$ cat src/rtl/mem_access_sequencer.sv
// Byte-serial memory access sequencer.
// Receives a command frame over a byte stream, stalls the CPU pipeline, issues a
// single instruction/data memory request, and returns an ack, read data or an
// error byte over a handshaked byte stream.
module mem_access_sequencer #(
  parameter int unsigned RX_TIMEOUT = 50000,
  parameter int unsigned RSP_WAIT   = 4
) (
  input  logic        clk,
  input  logic        reset,
  input  logic        rx_valid,
  input  logic [7:0]  rx_byte,
  output logic        tx_valid,
  output logic [7:0]  tx_byte,
  input  logic        tx_ready,
  output logic        cpu_enable,
  output logic        write_mem_req,
  output logic        rw_flag,
  output logic        target_mem_type,
  output logic [8:0]  target_addr,
  output logic [31:0] wr_data,
  input  logic        instr_rsp_ready,
  input  logic [41:0] instr_rsp_data,
  input  logic        data_rsp_ready,
  input  logic [41:0] data_rsp_data,
  output logic        busy
);

  localparam int unsigned GAP_W  = $clog2(RX_TIMEOUT + 1);
  localparam int unsigned WAIT_W = $clog2(RSP_WAIT + 1);
  localparam logic [GAP_W-1:0]  GAP_LAST  = GAP_W'(RX_TIMEOUT - 1);
  localparam logic [WAIT_W-1:0] WAIT_LAST = WAIT_W'(RSP_WAIT - 1);

  localparam logic [2:0] IDLE     = 3'd0;
  localparam logic [2:0] ADDR     = 3'd1;
  localparam logic [2:0] DATA     = 3'd2;
  localparam logic [2:0] HALT     = 3'd3;
  localparam logic [2:0] ISSUE    = 3'd4;
  localparam logic [2:0] WAIT_RSP = 3'd5;
  localparam logic [2:0] SEND     = 3'd6;

  // What the SEND state is transmitting
  localparam logic [1:0] TX_ACK = 2'd0;
  localparam logic [1:0] TX_ERR = 2'd1;
  localparam logic [1:0] TX_RSP = 2'd2;

  logic [2:0]        state;
  logic [GAP_W-1:0]  gap_cnt;
  logic [1:0]        byte_cnt;
  logic [WAIT_W-1:0] wait_cnt;
  logic [41:0]       rsp_q;
  logic [1:0]        tx_kind;
  logic [2:0]        tx_idx;
  logic              tx_last;
  logic              sel_ready;
  logic [41:0]       sel_data;

  // Only the response port matching the latched memory type is observed
  assign sel_ready = target_mem_type ? instr_rsp_ready : data_rsp_ready;
  assign sel_data  = target_mem_type ? instr_rsp_data  : data_rsp_data;
  assign tx_last   = (tx_kind != TX_RSP) || (tx_idx == 3'd5);

  // Frame reception, request sequencing and transmit progress
  always_ff @(posedge clk or posedge reset) begin
    if (reset) begin
      state           <= IDLE;
      rw_flag         <= 1'b0;
      target_mem_type <= 1'b0;
      target_addr     <= '0;
      wr_data         <= '0;
      gap_cnt         <= '0;
      byte_cnt        <= '0;
      wait_cnt        <= '0;
      rsp_q           <= '0;
      tx_kind         <= TX_ACK;
      tx_idx          <= '0;
    end else begin
      case (state)
        IDLE: begin
          if (rx_valid) begin
            rw_flag         <= rx_byte[7];
            target_mem_type <= rx_byte[6];
            target_addr[8]  <= rx_byte[0];
            gap_cnt         <= '0;
            state           <= ADDR;
          end
        end
        ADDR: begin
          if (rx_valid) begin
            target_addr[7:0] <= rx_byte;
            gap_cnt          <= '0;
            byte_cnt         <= '0;
            state            <= rw_flag ? DATA : HALT;
          end else if (gap_cnt == GAP_LAST) begin
            gap_cnt <= '0;
            state   <= IDLE;
          end else begin
            gap_cnt <= gap_cnt + 1'b1;
          end
        end
        DATA: begin
          if (rx_valid) begin
            wr_data  <= {wr_data[23:0], rx_byte};
            gap_cnt  <= '0;
            byte_cnt <= byte_cnt + 1'b1;
            if (byte_cnt == 2'd3) state <= HALT;
          end else if (gap_cnt == GAP_LAST) begin
            gap_cnt <= '0;
            state   <= IDLE;
          end else begin
            gap_cnt <= gap_cnt + 1'b1;
          end
        end
        HALT: state <= ISSUE;
        ISSUE: begin
          wait_cnt <= '0;
          tx_idx   <= '0;
          tx_kind  <= TX_ACK;
          state    <= rw_flag ? SEND : WAIT_RSP;
        end
        WAIT_RSP: begin
          if (sel_ready) begin
            rsp_q   <= sel_data;
            tx_kind <= TX_RSP;
            state   <= SEND;
          end else if (wait_cnt == WAIT_LAST) begin
            tx_kind <= TX_ERR;
            state   <= SEND;
          end else begin
            wait_cnt <= wait_cnt + 1'b1;
          end
        end
        SEND: begin
          if (tx_ready) begin
            if (tx_last) state <= IDLE;
            else         tx_idx <= tx_idx + 1'b1;
          end
        end
        default: state <= IDLE;
      endcase
    end
  end

  // State-decoded outputs so reset takes effect without waiting for a clock
  always_comb begin
    busy          = (state != IDLE);
    cpu_enable    = (state == IDLE) || (state == ADDR) || (state == DATA);
    write_mem_req = (state == ISSUE);
    tx_valid      = (state == SEND);
  end

  // Transmit byte mux; zero outside SEND
  always_comb begin
    tx_byte = 8'h00;
    if (state == SEND) begin
      case (tx_kind)
        TX_ACK: tx_byte = 8'hA5;
        TX_ERR: tx_byte = 8'hEE;
        default: begin
          case (tx_idx)
            3'd0:    tx_byte = {6'b0, rsp_q[41:40]};
            3'd1:    tx_byte = rsp_q[39:32];
            3'd2:    tx_byte = rsp_q[31:24];
            3'd3:    tx_byte = rsp_q[23:16];
            3'd4:    tx_byte = rsp_q[15:8];
            3'd5:    tx_byte = rsp_q[7:0];
            default: tx_byte = 8'h00;
          endcase
        end
      endcase
    end
  end

endmodule

$ cat config.mk
export PLATFORM = sky130hd
export DESIGN_NAME = mem_access_sequencer
export DESIGN_NICKNAME = d
export VERILOG_FILES = /design/src/rtl/mem_access_sequencer.sv
export SDC_FILE = /design/constraint.sdc
export NUM_CORES = 1
export LEC_CHECK = 0
export CAP_MARGIN = 0
export CORE_UTILIZATION = 50
export CTS_BUF_LIST = sky130_fd_sc_hd__clkbuf_4 sky130_fd_sc_hd__clkbuf_8
export CTS_CLUSTER_SIZE = 28
export DETAILED_ROUTE_END_ITERATION = 8
export PLACE_DENSITY = 0.91
export SETUP_SLACK_MARGIN = 0.4
export SLEW_MARGIN = 5
export SYNTH_ARGS = -nofsm -noshare
export SYNTH_HDL_FRONTEND = slang
export SYNTH_SLANG_ARGS = --single-unit
export TNS_END_PERCENT = 10
$ cat constraint.sdc
create_clock -name clk -period 13 [get_ports clk]
set_input_delay 3.9 -clock clk [delete_from_list [all_inputs] [get_ports clk]]
set_output_delay 3.9 -clock clk [all_outputs]
set_load 0.01 [all_outputs]
==> run_results.csv <==
group,metric,value,unit
worst_setup_path,crit_required,9.10,ns
detailed_routing,dr_total_vias,4767,
clock_tree,cts_tree,"done",
placed_design,dpl_worst_slack,6.672,ns
synthesis,synth_edf_count,0,
synthesis,syn-instance-count,534,
power_and_ir_drop,combPwrFrac,43.0,%
detailed_routing,drt-pass1-iter-count,5,
cells_and_area,layout.nets,780,
cells_and_area,areaGrowthSynthToFinish,33.69,%
synthesis,yosysWarnings,0,
floorplan,io_pins,153,
sta,finalClockSkew,0.01200,ns
global_routing,grt_pass1_wl,24060,um
worst_setup_path,cp_slowest_cell,"dfrtp_1",
clock_tree,clk_pin_slew,0.08,ns
sta,drv_slew,0,
clock_tree,cts_made_buffers,17,
global_routing,grt_pass1_vias,4630,
power_and_ir_drop,powerDensity,217.9,nW/um^2
floorplan,die_area,11880,sq um
min_path,hp-class,"flip-flop to flip-flop",
cells_and_area,regArea,2854,sq um
synthesis,yosys.area.top_type,"dfrtp_1",
sta,period_share,52.62,%
sta,hold_viol,0,
floorplan,start_util,52.11,%
clock_tree,insertion_delay,0.44,ns
synthesis,synthesis.area,5723,sq um
detailed_routing,drc,0,
synthesis,yosysSeqAreaShare,49.85,%
sta,worst_slew_pin_slew,1.230,ns
run_status,outcome,"complete, no violations",
sta,fmax,0.1462,GHz
power_and_ir_drop,p_int,0.001035,W
global_routing,grt.overflow.total,0,
power_and_ir_drop,p_leak,3.199,nW
worst_setup_path,cpPeakStageDelay,0.65,ns
global_routing,grt_max_degree,86,
global_routing,antenna_found_initial,0,
cells_and_area,multi_input_area,2644,sq um
sta,final.setup.tns,0,ns
floorplan,core_region_area,10980,sq um
power_and_ir_drop,swShare,37.95,%
sta,rsz0062_at_grt,"no",
clock_tree,htreeDepth,4,
placed_design,hpwl,10780,um
synthesis,synth_nets,641,
power_and_ir_drop,clkPwrFrac,18.7,%
sta,setup-violations-final,0,
cells_and_area,drive_above_1_share,13.27,%
power_and_ir_drop,power_frac_seq,38.3,%
clock_tree,root_buffer,"clkbuf_8",
detailed_routing,ant_nets,0,
worst_setup_path,path_max_fanout,14,
detailed_routing,routed_wl,15110,um
job,maxCapViolations,0,
worst_setup_path,cp.arrival,2.94,ns
synthesis,synthDominantCellAreaShare,49.85,%
worst_setup_path,path_cells,"inv_1 > ha_1 > o41ai_1 > a21oi_1 > o21a_1 > clkdlybuf4s50_1",
detailed_routing,viasPerCell,5.771,
clock_tree,postCtsHoldBufs,0,
synthesis,ys_seq_elements,114,
global_routing,grt.total_usage,27.27,%
placed_design,placement.io_buffers,152,
detailed_routing,wl_per_cell,18.29,um
cells_and_area,diodes,0,
power_and_ir_drop,total_power,0.001667,W
sta,setup_slack,6.160,ns
worst_setup_path,rr_worst_depth,5,
detailed_routing,drtIter0Drc,253,
cells_and_area,nFillCells,775,
synthesis,synth_area_leaders,"dfrtp_1 (50%), mux2_2 (9.6%), mux2i_1 (8.0%)",
clock_tree,clock-sinks,114,
worst_setup_path,cp-end-kind,"output port",
floorplan,dieWidth,109.0,um
cells_and_area,fin_util,69.66,%
synthesis,yosysUniqueCellTypes,52,
worst_setup_path,path_class,"flip-flop to output port",
sta,fin_crit,6.840,ns
clock_tree,clockBufferDepth,2,
power_and_ir_drop,ir_drop,0.1447,mV
synthesis,async_flop_share,100.0,%
floorplan,num_rows,38,
power_and_ir_drop,power_switching,0.0006328,W
sta,slew_headroom,17.57,%
synthesis,syn_avg_cell_area,10.72,sq um
synthesis,ys.flop_type,"dfrtp_1",
worst_setup_path,start_kind,"flip-flop",
min_path,holdPathStages,2,
clock_tree,cts_resized,0,
floorplan,fp.dieH,109.0,um
clock_tree,post-cts-setup-buffers,0,
placed_design,routabilityCongestion,0.8728,
flip-flops by register name, summed over array words and instances, names as in the netlist, 2 cells and up:
signal / cells
wait_cnt: 3
state: 3
byte_cnt: 2
gap_cnt: 16
tx_kind: 2
wr_data: 32
tx_idx: 3
target_addr: 9
rsp_q: 42
cell type report:
cell class	instances	share of cell area, %
inverter	14	0.7195
multi-input combinational	370	34.55
timing repair buffer	156	20.28
tap	140	2.289
sequential	114	37.30
clock inverter	14	1.701
clock buffer	18	3.156
placed cells by master, fill, tap and decap left out, types with 13 or more instances in the layout:
master	n
clkbuf_8	17
mux2i_1	46
a31oi_1	19
clkdlybuf4s50_1	152
nand2_1	25
a21oi_1	54
o21ai_0	18
mux2_2	49
nor2_1	51
inv_1	13
dfrtp_1	113
cells in the mapped netlist (all sizes together) (3+ instances only):
cell    count
nor4b       3
and3        5
a22o        6
buf        26
inv        14
ha          9
nor2       51
nand3b      4
mux2       49
nor3        5
nor2b       3
nand3      10
nand2      25
nand2b      6
a31oi      19
nand4       8
mux2i      46
dfrtp     114
nor4        7
o21ai      19
a21oi      54
clkbuf     10
and4        3
a221o       5
power by group through the flow:
stage	clock network, W	logic [W]	registers (W)
after floorplan	0	0.000428	0.000615
after global placement	0	0.000690	0.000628
after detailed placement	0	0.000718	0.000636
after CTS	0.000315	0.000723	0.000636
after global routing	0.000331	0.000780	0.000658
final	0.000312	0.000717	0.000638
per-layer routing:
metal | vias to the layer above | routed length, um | global-route usage (%)
met4 | 0 | 289 | 10.33
met2 | 180 | 7493 | 43.04
met1 | 2329 | 6374 | 36.09
li1 | 2235 | - | -
met3 | 23 | 954 | 7.053
met5 | - | 0 | 0
worst paths after layout:
kind                       slack [ns]        start         endpoint
max                              6.16    tx_idx[2]       tx_byte[0]
min                              0.51  wait_cnt[2]      wait_cnt[2]
max reg2reg                     10.53   gap_cnt[0]         state[1]
min reg2reg                      0.51  wait_cnt[2]      wait_cnt[2]
max in group asynchronous        7.86        reset  target_mem_type
min in group asynchronous        3.86        reset      wr_data[28]
worst max-delay path, delay by kind of cell (launching register included):
family | cells | cell delay [ns]
compound gates | 3 | 0.79
fa+ha+maj | 1 | 0.37
buf+inv | 2 | 0.69
flops | 1 | 0.65
stage by stage:
step	cell area [sq um]	hold slack (ns)	instances
final	7651	0.5079	826
after CTS	7651	0.5086	826
after floorplan	5723	0.4669	534
after global routing	7651	0.5394	826
after detailed placement	7279	0.4858	794
after global placement	7279	0.4875	794
cells by family after synthesis:
group / synth area share, %
muxes: 17.69
DFF: 49.85
xor gates and xnor gates: 0.6123
and+or+nand+nor: 12.18
adders and majority gates: 1.968
buffers and inverters: 4.067
AOI/OAI and AO/OA: 13.64
No activity file was read; power rests on OpenSTA's default activity.
